$ cat src/rtl/rv32_barrel_pc_unit_pkg.sv
// Shared rv32 types and constants for the barrel-threaded PC unit.
// Opcodes arrive already decoded from execute; only control-transfer ones matter here.
package rv32_barrel_pc_unit_pkg;

  localparam int RV32_XLEN      = 32;
  localparam int RV32_NUM_HARTS = 8;

  typedef logic [RV32_XLEN-1:0] rv32_register_t;
  typedef logic [RV32_XLEN-1:0] rv32_imm_t;
  typedef logic [RV32_XLEN-1:0] rv32_pc_cnt_t;

  typedef enum logic [3:0] {
    OP_NONE  = 4'd0,
    OP_ALU   = 4'd1,
    OP_LUI   = 4'd2,
    OP_AUIPC = 4'd3,
    OP_JAL   = 4'd4,
    OP_JALR  = 4'd5,
    OP_BEQ   = 4'd6,
    OP_BNE   = 4'd7,
    OP_BLT   = 4'd8,
    OP_BGE   = 4'd9,
    OP_BLTU  = 4'd10,
    OP_BGEU  = 4'd11,
    OP_LOAD  = 4'd12,
    OP_STORE = 4'd13
  } rv32_opcode_enum_t;

  function automatic logic is_branch(rv32_opcode_enum_t op);
    return (op == OP_BEQ) || (op == OP_BNE) || (op == OP_BLT) ||
           (op == OP_BGE) || (op == OP_BLTU) || (op == OP_BGEU);
  endfunction

endpackage

$ cat src/rtl/rv32_barrel_pc_unit_target_calc.sv
// Combinational next-PC / link-value computation for one resolved instruction.
// All sums wrap modulo 2^32; the immediate is already a byte offset.
module rv32_target_calc
  import rv32_barrel_pc_unit_pkg::*;
(
  input  rv32_opcode_enum_t opcode_i,
  input  rv32_pc_cnt_t      pc_i,
  input  rv32_register_t    rs1_i,
  input  logic              cond_i,
  input  rv32_imm_t         imm_i,
  output logic              take_o,
  output rv32_pc_cnt_t      target_o,
  output logic              misalign_o,
  output logic              link_o,
  output rv32_pc_cnt_t      link_pc_o
);

  rv32_pc_cnt_t pc_rel;
  rv32_pc_cnt_t rs1_rel;

  assign pc_rel  = pc_i + imm_i;
  assign rs1_rel = rs1_i + imm_i;

  always_comb begin
    take_o    = 1'b0;
    target_o  = pc_rel;
    link_o    = 1'b0;
    link_pc_o = pc_i + 32'd4;
    if (is_branch(opcode_i)) begin
      take_o = cond_i;
    end else begin
      case (opcode_i)
        OP_JAL: begin
          take_o = 1'b1;
          link_o = 1'b1;
        end
        OP_JALR: begin
          take_o   = 1'b1;
          link_o   = 1'b1;
          target_o = {rs1_rel[31:1], 1'b0};
        end
        // AUIPC reuses the link path to carry pc+imm to the register file
        OP_AUIPC: begin
          link_o    = 1'b1;
          link_pc_o = pc_rel;
        end
        default: ;
      endcase
    end
  end

  assign misalign_o = take_o & (|target_o[1:0]);

endmodule

$ cat src/rtl/rv32_barrel_pc_unit.sv
// Per-hart PC file with round-robin fetch selection and execute-stage redirects.
// Fetch and resolve both complete in one cycle; a resolve beats a same-hart fetch increment.
module rv32_barrel_pc_unit
  import rv32_barrel_pc_unit_pkg::*;
#(
  parameter int           NUM_HARTS = RV32_NUM_HARTS,
  parameter logic [31:0]  RESET_PC  = 32'h0000_0000,
  parameter logic [31:0]  TRAP_PC   = 32'h0000_0100,
  localparam int          HART_W    = $clog2(NUM_HARTS)
) (
  input  logic                 clk,
  input  logic                 rst,
  input  logic [NUM_HARTS-1:0] hart_en,
  input  logic                 ex_valid,
  input  logic [HART_W-1:0]    ex_hart,
  input  rv32_opcode_enum_t    ex_opcode,
  input  rv32_pc_cnt_t         ex_pc,
  input  rv32_register_t       ex_rs1,
  input  rv32_register_t       ex_alu_res,
  input  rv32_imm_t            ex_imm,
  output logic                 fetch_valid,
  output logic [HART_W-1:0]    fetch_hart,
  output logic [31:0]          fetch_pc,
  output logic                 wb_save_pc,
  output logic [HART_W-1:0]    wb_hart,
  output logic [31:0]          wb_reg_pc,
  output logic                 redirect,
  output logic                 misalign
);

  rv32_pc_cnt_t        pc_q [NUM_HARTS];
  logic [HART_W-1:0]   ptr_q;

  logic                sel_found_d;
  logic [HART_W-1:0]   sel_hart_d;
  logic [HART_W-1:0]   probe;

  logic                take;
  logic                tgt_misalign;
  logic                link;
  rv32_pc_cnt_t        target;
  rv32_pc_cnt_t        link_pc;
  logic                unused_alu_hi;

  assign unused_alu_hi = ^ex_alu_res[31:1];

  rv32_target_calc u_target_calc (
    .opcode_i   (ex_opcode),
    .pc_i       (ex_pc),
    .rs1_i      (ex_rs1),
    .cond_i     (ex_alu_res[0]),
    .imm_i      (ex_imm),
    .take_o     (take),
    .target_o   (target),
    .misalign_o (tgt_misalign),
    .link_o     (link),
    .link_pc_o  (link_pc)
  );

  // Scan from the pointer upward; HART_W-bit wrap gives the modulo for free
  always_comb begin
    sel_found_d = 1'b0;
    sel_hart_d  = '0;
    probe       = '0;
    for (int i = 0; i < NUM_HARTS; i++) begin
      probe = ptr_q + HART_W'(i);
      if (!sel_found_d && hart_en[probe]) begin
        sel_found_d = 1'b1;
        sel_hart_d  = probe;
      end
    end
  end

  always_ff @(posedge clk or posedge rst) begin
    if (rst) begin
      for (int i = 0; i < NUM_HARTS; i++) pc_q[i] <= RESET_PC;
      ptr_q       <= '0;
      fetch_valid <= 1'b0;
      fetch_hart  <= '0;
      fetch_pc    <= '0;
      wb_save_pc  <= 1'b0;
      wb_hart     <= '0;
      wb_reg_pc   <= '0;
      redirect    <= 1'b0;
      misalign    <= 1'b0;
    end else begin
      for (int i = 0; i < NUM_HARTS; i++) begin
        if (ex_valid && take && ex_hart == HART_W'(i))
          pc_q[i] <= tgt_misalign ? TRAP_PC : target;
        else if (sel_found_d && sel_hart_d == HART_W'(i))
          pc_q[i] <= pc_q[i] + 32'd4;
      end
      if (sel_found_d) ptr_q <= sel_hart_d + 1'b1;
      fetch_valid <= sel_found_d;
      fetch_hart  <= sel_found_d ? sel_hart_d : '0;
      fetch_pc    <= sel_found_d ? pc_q[sel_hart_d] : '0;
      wb_save_pc  <= ex_valid && link && !tgt_misalign;
      wb_hart     <= (ex_valid && link && !tgt_misalign) ? ex_hart : '0;
      wb_reg_pc   <= (ex_valid && link && !tgt_misalign) ? link_pc : '0;
      redirect    <= ex_valid && take;
      misalign    <= ex_valid && take && tgt_misalign;
    end
  end

endmodule

$ cat config.mk
export PLATFORM = sky130hd
export DESIGN_NAME = rv32_barrel_pc_unit
export DESIGN_NICKNAME = d
export VERILOG_FILES = /design/src/rtl/rv32_barrel_pc_unit_pkg.sv /design/src/rtl/rv32_barrel_pc_unit_target_calc.sv /design/src/rtl/rv32_barrel_pc_unit.sv
export SDC_FILE = /design/constraint.sdc
export NUM_CORES = 1
export LEC_CHECK = 0
export BUFFER_PORTS_ARGS = -buffer_cell sky130_fd_sc_hd__buf_2
export CAP_MARGIN = 20
export CORE_UTILIZATION = 57
export DETAILED_ROUTE_END_ITERATION = 7
export MAX_ROUTING_LAYER = met4
export PLACE_DENSITY = 0.75
export SLEW_MARGIN = 20
export SYNTH_ARGS = -nofsm -noshare
export SYNTH_HDL_FRONTEND = slang
export SYNTH_SLANG_ARGS = --single-unit
$ cat constraint.sdc
create_clock -name clk -period 22.7 [get_ports clk]
set_clock_uncertainty 0.05 [all_clocks]
set_input_delay 1.135 -clock clk [delete_from_list [all_inputs] [get_ports clk]]
set_output_delay 1.135 -clock clk [all_outputs]
set_load 0.05 [all_outputs]
==> results of run 1 <==
synth_stat cells (18+ instances only):
| cell | n | share of area (%) |
|---|---|---|
| xnor2_1 | 207 | 7.7 |
| nor2_1 | 255 | 4.1 |
| o221ai_1 | 54 | 2.0 |
| and2_1 | 28 | 0.75 |
| nor2b_1 | 18 | 0.48 |
| a21o_1 | 42 | 1.3 |
| and3_1 | 61 | 1.6 |
| nand3_1 | 105 | 2.2 |
| nand4_1 | 79 | 2.1 |
| a211oi_1 | 46 | 1.5 |
| o21ai_0 | 126 | 2.7 |
| nor3_2 | 19 | 0.81 |
| nand2_1 | 277 | 4.4 |
| clkbuf_1 | 106 | 1.7 |
| a21oi_1 | 152 | 3.2 |
| dfrtp_1 | 333 | 36 |
| inv_1 | 94 | 1.5 |
| mux2_2 | 47 | 2.3 |
| xor2_1 | 102 | 3.8 |
| ha_1 | 74 | 3.9 |
| mux2i_1 | 115 | 4.9 |
| buf_2 | 19 | 0.41 |
| nor3_1 | 50 | 1.1 |
worst max path at each step:
stage             start       endpoint  slack, ps  cells after the start
3_5_place_dp   ptr_q[1]      pc_q[154]      16010                     19
6_report       ptr_q[1]      pc_q[218]      15920                     15
3_3_place_gp   ptr_q[1]      pc_q[218]      16120                     15
4_1_cts        ptr_q[1]      pc_q[154]      16010                     19
2_1_floorplan       rst  fetch_hart[0]      12290                      1
5_1_grt        ptr_q[1]      pc_q[214]      15470                     15
final cells by class:
type,count,area (sq um),area share [%]
Multi-Input combinational cell,2112,14230,54.57
Sequential cell,333,8333,31.95
Timing Repair Buffer,221,1201,4.606
Clock buffer,61,1190,4.562
Tap cell,525,656.9,2.519
Inverter,99,379.1,1.454
Clock inverter,6,87.58,0.3358
cell families after synthesis:
| logic type | count (synthesis) | share of synthesized area [%] |
|---|---|---|
| AOI/OAI and AO/OA | 557 | 15.26 |
| xor gates and xnor gates | 309 | 11.53 |
| adders and majority gates | 76 | 4.116 |
| buffers and inverters | 239 | 4.180 |
| DFF | 333 | 35.50 |
| muxes | 174 | 8.274 |
| and+or+nand+nor | 996 | 21.13 |
layer usage:
metal | GRT usage, % | routed length [um] | part of all wire, %
met5 | - | 0 | 0
met4 | 14.97 | 2816 | 3.9
met3 | 5.536 | 6330 | 8.8
met2 | 55.82 | 33630 | 47
met1 | 46.19 | 29460 | 41
flip-flops by register name, summed over array words and instances (netlist names), 3 cells and up:
name / flops
wb_hart: 3
fetch_hart: 3
ptr_q: 3
fetch_pc: 32
wb_reg_pc: 32
pc_q: 256
stage by stage:
| step | cells | hold WS, ps | power (uW) | instance area (sq um) | setup slack [ps] |
|---|---|---|---|---|---|
| 4_1_cts | 3356 | 440.4 | 3910 | 26060 | 16010 |
| 3_5_place_dp | 3289 | 428.4 | 3255 | 24780 | 16010 |
| 6_report | 3357 | 437.3 | 3975 | 26080 | 15920 |
| 2_1_floorplan | 2684 | 397.4 | 2551 | 23470 | 12290 |
| 3_3_place_gp | 3289 | 419.1 | 3213 | 24770 | 16120 |
| 5_1_grt | 3357 | 469.1 | 4164 | 26080 | 15470 |
power breakdown:
part | total, uW | internal [uW] | switching, uW
clock network | 643 | 373 | 270
logic | 2310 | 752 | 1560
registers | 1020 | 804 | 215
total | 3980 | 1930 | 2050
critical path, stage by stage (launching register included):
cell and delay [ps]:
dfrtp_1 670, inv_1 240, ha_1 540, mux4_2 480, mux2i_2 350, a32o_1 260, a31oi_1 130, o22ai_1 270
a21oi_4 80, buf_4 330, inv_2 650, buf_4 660, nand4_1 930, nor4_1 570, xor2_1 110, mux2_2 270
==> impl_results.md, run 1 <==
* Post-synthesis register bit count at 333
* Util after Layout at 64.89%
* Initial Utilization at 58.40%
* Pwr Density at 152.4 mW/mm^2
* Syn_area_per_cell at 8.744 sq um
* Bufs on Longest Clock Path at 3
* Layout cells sized above 1 at 14.37%
* Clock-pin slew on the worst setup and hold paths at 60 ps
* Cell Area, Synth at 0.02347 sq mm
* DRT iter0 DRCs at 2423
* Mapped Cells at 2684
* Worst r2r path cells at 15
* Most common cell after layout, fill and taps aside: dfrtp_1
* Hold EP: pc_q[96]
* # IOs at 220
* Initial antenna violation count at 0
* Final period util at 29.85%
* Sequential area share after synthesis at 35.50%
* Dpl hpwl at 51310 um
* Largest net degree at the start of global routing at 163
* Worst Tran Pin Value at 1157 ps
* Fmax at 147.6 MHz
* H-tree levels at 2
* Post-CTS sizing at 0
* Sink Count at 333
* DRT Pass-1 Iters at 6
* Number of global-route vias before repair at 21113
* Hold Crit Class: reg2reg
* Yosys cell types at 89
* GRT Total Usage at 35.71%
* Syn nets at 2906
* Worst slew margin at 22.53%
* Final hold vios at 0
* Layout Nets at 3029
* Final GP Congestion at 0.9659
* Hold path cells at 1
* Setup CP Type: reg2reg
* Core area at 0.04019 sq mm
* Vias at 21615
* Yosys warning total at 0
* Final Max Slew Viols at 0
* Post-route ant nets at 0
* Critical R2R Capture: pc_q[218]
* Synth Flop Type: dfrtp_1
* Ant. Diodes at 0
* Critical Path RT at 23110 ps
* Worst setup SP type: register
* R2r setup slk at 15920 ps
* Final Critical Period at 6775 ps
* RSZ-0062 raised after global routing: false
* TNS Setup at 0 ps
* Drt drc at 0
* Drt via density at 6.439
* WL/cell at 21.52 um
* P_leak at 0.01143 uW
* CTS tree: done
* Num CTS Buffers at 40
* Drt total wl at 72240 um
* CTS Hold Buffers Added at 0
* Area delta synth->final at 11.12%
* Post-CTS Setup Bufs at 0
* Overflow after GRT at 0
* Worst R2R Start: ptr_q[1]
* Die Wd at 204.9 um
* Asr flop ratio synth at 100.0%
* CTS root buf: clkbuf_16
* Status: completed
* IO buf count at 188
* Clk Latency, worst-skew pair at 590 ps
* Max-cap violations at 0
* CP max FO at 48
* Num rows at 73
* Fillcell total at 3324
* Die area at 0.04199 sq mm
* Die height at 204.9 um
* Final setup viols at 0
* EDFF count, synth at 0
* Max VDD drop at 0.0001372 V
* Min-delay src: pc_q[96]
* Arrival time worst endpoint at 7180 ps
* CP Capture Type: register
* Commonest cells after routing, fill and taps aside: dfrtp_1, nand2_1, nor2_1
* Global-route wire length before repair at 114200 um
Note: power is estimated with default switching activity, not from simulation.
==> run 2: changes to the inputs <==
clock period = 7 ns   (was 22.7 ns; I/O delays follow)
==> run 2 against run 1 <==
  * Core utilization is 0.31 points higher
  * Fmax grew 13%
  * Critical path depth grew 4
  * Sequential cell count unchanged
  * Sequential power rose to 3.3 times the previous value
  * Via count fell by 0.44%
  * Routed wire length decreased by 0.41%
  * Register-to-register slack got worse by 15000 ps
  * Clock power increased to 3.2 times the previous value
  * Clock-buffer cell count is 5 lower
==> impl_results.md, run 2 (synthesized netlist as in run 1, its figures left out) <==
* Worst R2R Start: ptr_q[1]
* Comb power frac at 58.7% (+0.5 points)
* Die height at 204.9 um (unchanged)
* Overflow after GRT at 0 (unchanged)
* Hold Crit Class: in2reg
* Setup CP Type: reg2reg
* Final hold vios at 0 (unchanged)
* Part of the power in registers at 25.5% (about the same)
* Worst slew margin at 18.03% (-4.5 points)
* TNS Setup at 0 ps (unchanged)
* # IOs at 220 (unchanged)
* Dpl hpwl at 51480 um (+0.32%)
* Critical Path RT at 7440 ps (-15670 ps)
* Layout cells sized above 1 at 14.61% (+0.24 points)
* WL/cell at 21.33 um (-0.85%)
* Max-cap violations at 0 (unchanged)
* Ant. Diodes at 0 (unchanged)
* IO buf count at 188 (unchanged)
* Die Wd at 204.9 um (unchanged)
* Most flops, register: pc_q
* Num rows at 73 (unchanged)
* CP Capture Type: register
* Clock share of power at 15.9% (-0.3 points)
* Internal power contribution at 6327 uW (+230%)
* Drt drc at 0 (unchanged)
* Num CTS Buffers at 39 (-2.5%)
* Arrival time worst endpoint at 6420 ps (-760 ps)
* DRT iter0 DRCs at 2379 (-1.8%)
* Worst setup SP type: register
* Final period util at 85.47% (+56 points)
* Final Critical Period at 5983 ps (-792.1 ps)
* Area delta synth->final at 11.65%
* Critical R2R Capture: pc_q[155]
* Initial Utilization at 58.40% (unchanged)
* Worst r2r path cells at 19 (+4)
* Hold EP: wb_reg_pc[1]
* Drt total wl at 71940 um (-0.41%)
* CTS root buf: clkbuf_16
* Pwr Density at 496.9 mW/mm^2 (+230%)
* Power Total at 13020 uW (+230%)
* Global-route wire length before repair at 113900 um (-0.30%)
* GRT Total Usage at 35.63% (-0.082 points)
* Core area at 0.04019 sq mm (unchanged)
* H-tree levels at 2 (unchanged)
* CP max FO at 33 (-31%)
* Sink Count at 333 (unchanged)
* R2r setup slk at 1020 ps (-14910 ps)
* Hold path cells at 3 (+2)
* Final Max Slew Viols at 0 (unchanged)
* Clk Latency, worst-skew pair at 590 ps (about the same)
* P_leak at 0.01148 uW (+0.43%)
* Clock-pin slew on the worst setup and hold paths at 60 ps (about the same)
* DRT Pass-1 Iters at 6 (unchanged)
* Layout Nets at 3039 (+0.33%)
* P_sw at 6694 uW (+230%)
* RSZ-0062 raised after global routing: false
* Bufs on Longest Clock Path at 3 (unchanged)
* Die area at 0.04199 sq mm (unchanged)
* Initial antenna violation count at 0 (unchanged)
* Commonest cells after routing, fill and taps aside: dfrtp_1, nand2_1, nor2_1
* Drt via density at 6.382 (-0.88%)
* Largest net degree at the start of global routing at 152 (-6.7%)
* Final setup viols at 0 (unchanged)
* Status: completed
* Fillcell total at 3392 (+2.0%)
* Register area at 0.008333 sq mm (unchanged)
* Util after Layout at 65.21% (+0.31 points)
* Max VDD drop at 0.001066 V (+680%)
* Post-route ant nets at 0 (unchanged)
* Min-delay src: ex_pc[1]
* Max reg flops at 256 (unchanged)
* Final GP Congestion at 0.9518 (-1.5%)
* Multi-input logic area at 0.01423 sq mm (about the same)
* Largest regs: pc_q (256), fetch_pc (32), wb_reg_pc (32)
* Worst Tran Pin Value at 1224 ps (+67.17 ps)
* Number of global-route vias before repair at 20763 (-1.7%)
* Switching power share of the total at 51.41% (-0.070 points)
* CTS tree: done
* Post-CTS sizing at 0 (unchanged)
* Vias at 21520 (-0.44%)
* Most common cell after layout, fill and taps aside: dfrtp_1
* Fmax at 167.1 MHz (+13%)
[run 2: cell types whose count changed in the layout (fill, tap and decap cells not counted), moves of 3 or more]
cell	previous run	this run
buf_4	31	35
clkinvlp_4	1	5
clkbuf_8	11	7
dlygate4sd3_1	0	5
buf_12	1	4
clkinv_2	1	6
[run 2: area by class of cell]
class	count	share of cell area, %
clock buffers	56	4.235
clock inverters	15	0.6446
inverters	99	1.432
multi-input cells	2112	54.29
flip-flops and latches	333	31.80
well taps	525	2.507
repair buffers	232	5.090
[run 2: routing by layer]
metal  GRT usage [%]  share of wire (%)  vias up
met5               -                  0        -
met1           46.06                 41    10481
met2           55.88                 47     1015
met4           14.34                3.8        0
met3           5.663                8.3      173
li1                -                  -     9851
[run 2: timing repair]
item,in CTS,in global routing
buffers inserted,0,0
hold buffers,5,0
endpoints found under the hold margin,45,0
[run 2: per-stage QoR]
| step | worst slack, ps | cells | cell area [sq um] | hold slack [ps] |
|---|---|---|---|---|
| 2_1_floorplan | 1660 | 2684 | 23470 | 390.1 |
| 3_3_place_gp | 1166 | 3296 | 24860 | 416.1 |
| 3_5_place_dp | 1034 | 3296 | 24860 | 421.2 |
| 4_1_cts | 1026 | 3372 | 26190 | 33.61 |
| 5_1_grt | 545.4 | 3372 | 26210 | 41.82 |
| 6_report | 1017 | 3372 | 26210 | 56.21 |
[run 2: how the worst max path moves through the flow]
stage | depth (start not counted) | end | from
after global routing | 19 | pc_q[155] | ptr_q[1]
after detailed placement | 18 | pc_q[154] | ptr_q[1]
final | 19 | pc_q[155] | ptr_q[1]
after global placement | 18 | pc_q[154] | ptr_q[1]
after floorplan | 25 | pc_q[143] | ptr_q[0]
after CTS | 18 | pc_q[154] | ptr_q[1]
[run 2: power groups by stage]
stage | Combinational (uW) | Sequential [uW] | Clock (uW)
4_1_cts | 7460 | 3290 | 2080
5_1_grt | 8090 | 3390 | 2150
2_1_floorplan | 4840 | 3430 | 0
3_3_place_gp | 7280 | 3270 | 0
6_report | 7640 | 3320 | 2070
3_5_place_dp | 7380 | 3310 | 0
[run 2: critical path, cell delays in order, from the launching register on]
cell and delay (ps):
dfrtp_1 680, inv_1 230, ha_1 530, mux4_2 490, mux2i_2 360, a32o_1 290
nand3_1 120, a32oi_2 390, nor2_8 210, inv_2 140, nand2_1 80, inv_1 160
ha_1 180, o21a_1 440, nand4_1 420, nor3_1 590, nand4_1 180, xnor2_1 160
nor2_1 50, a21oi_1 130
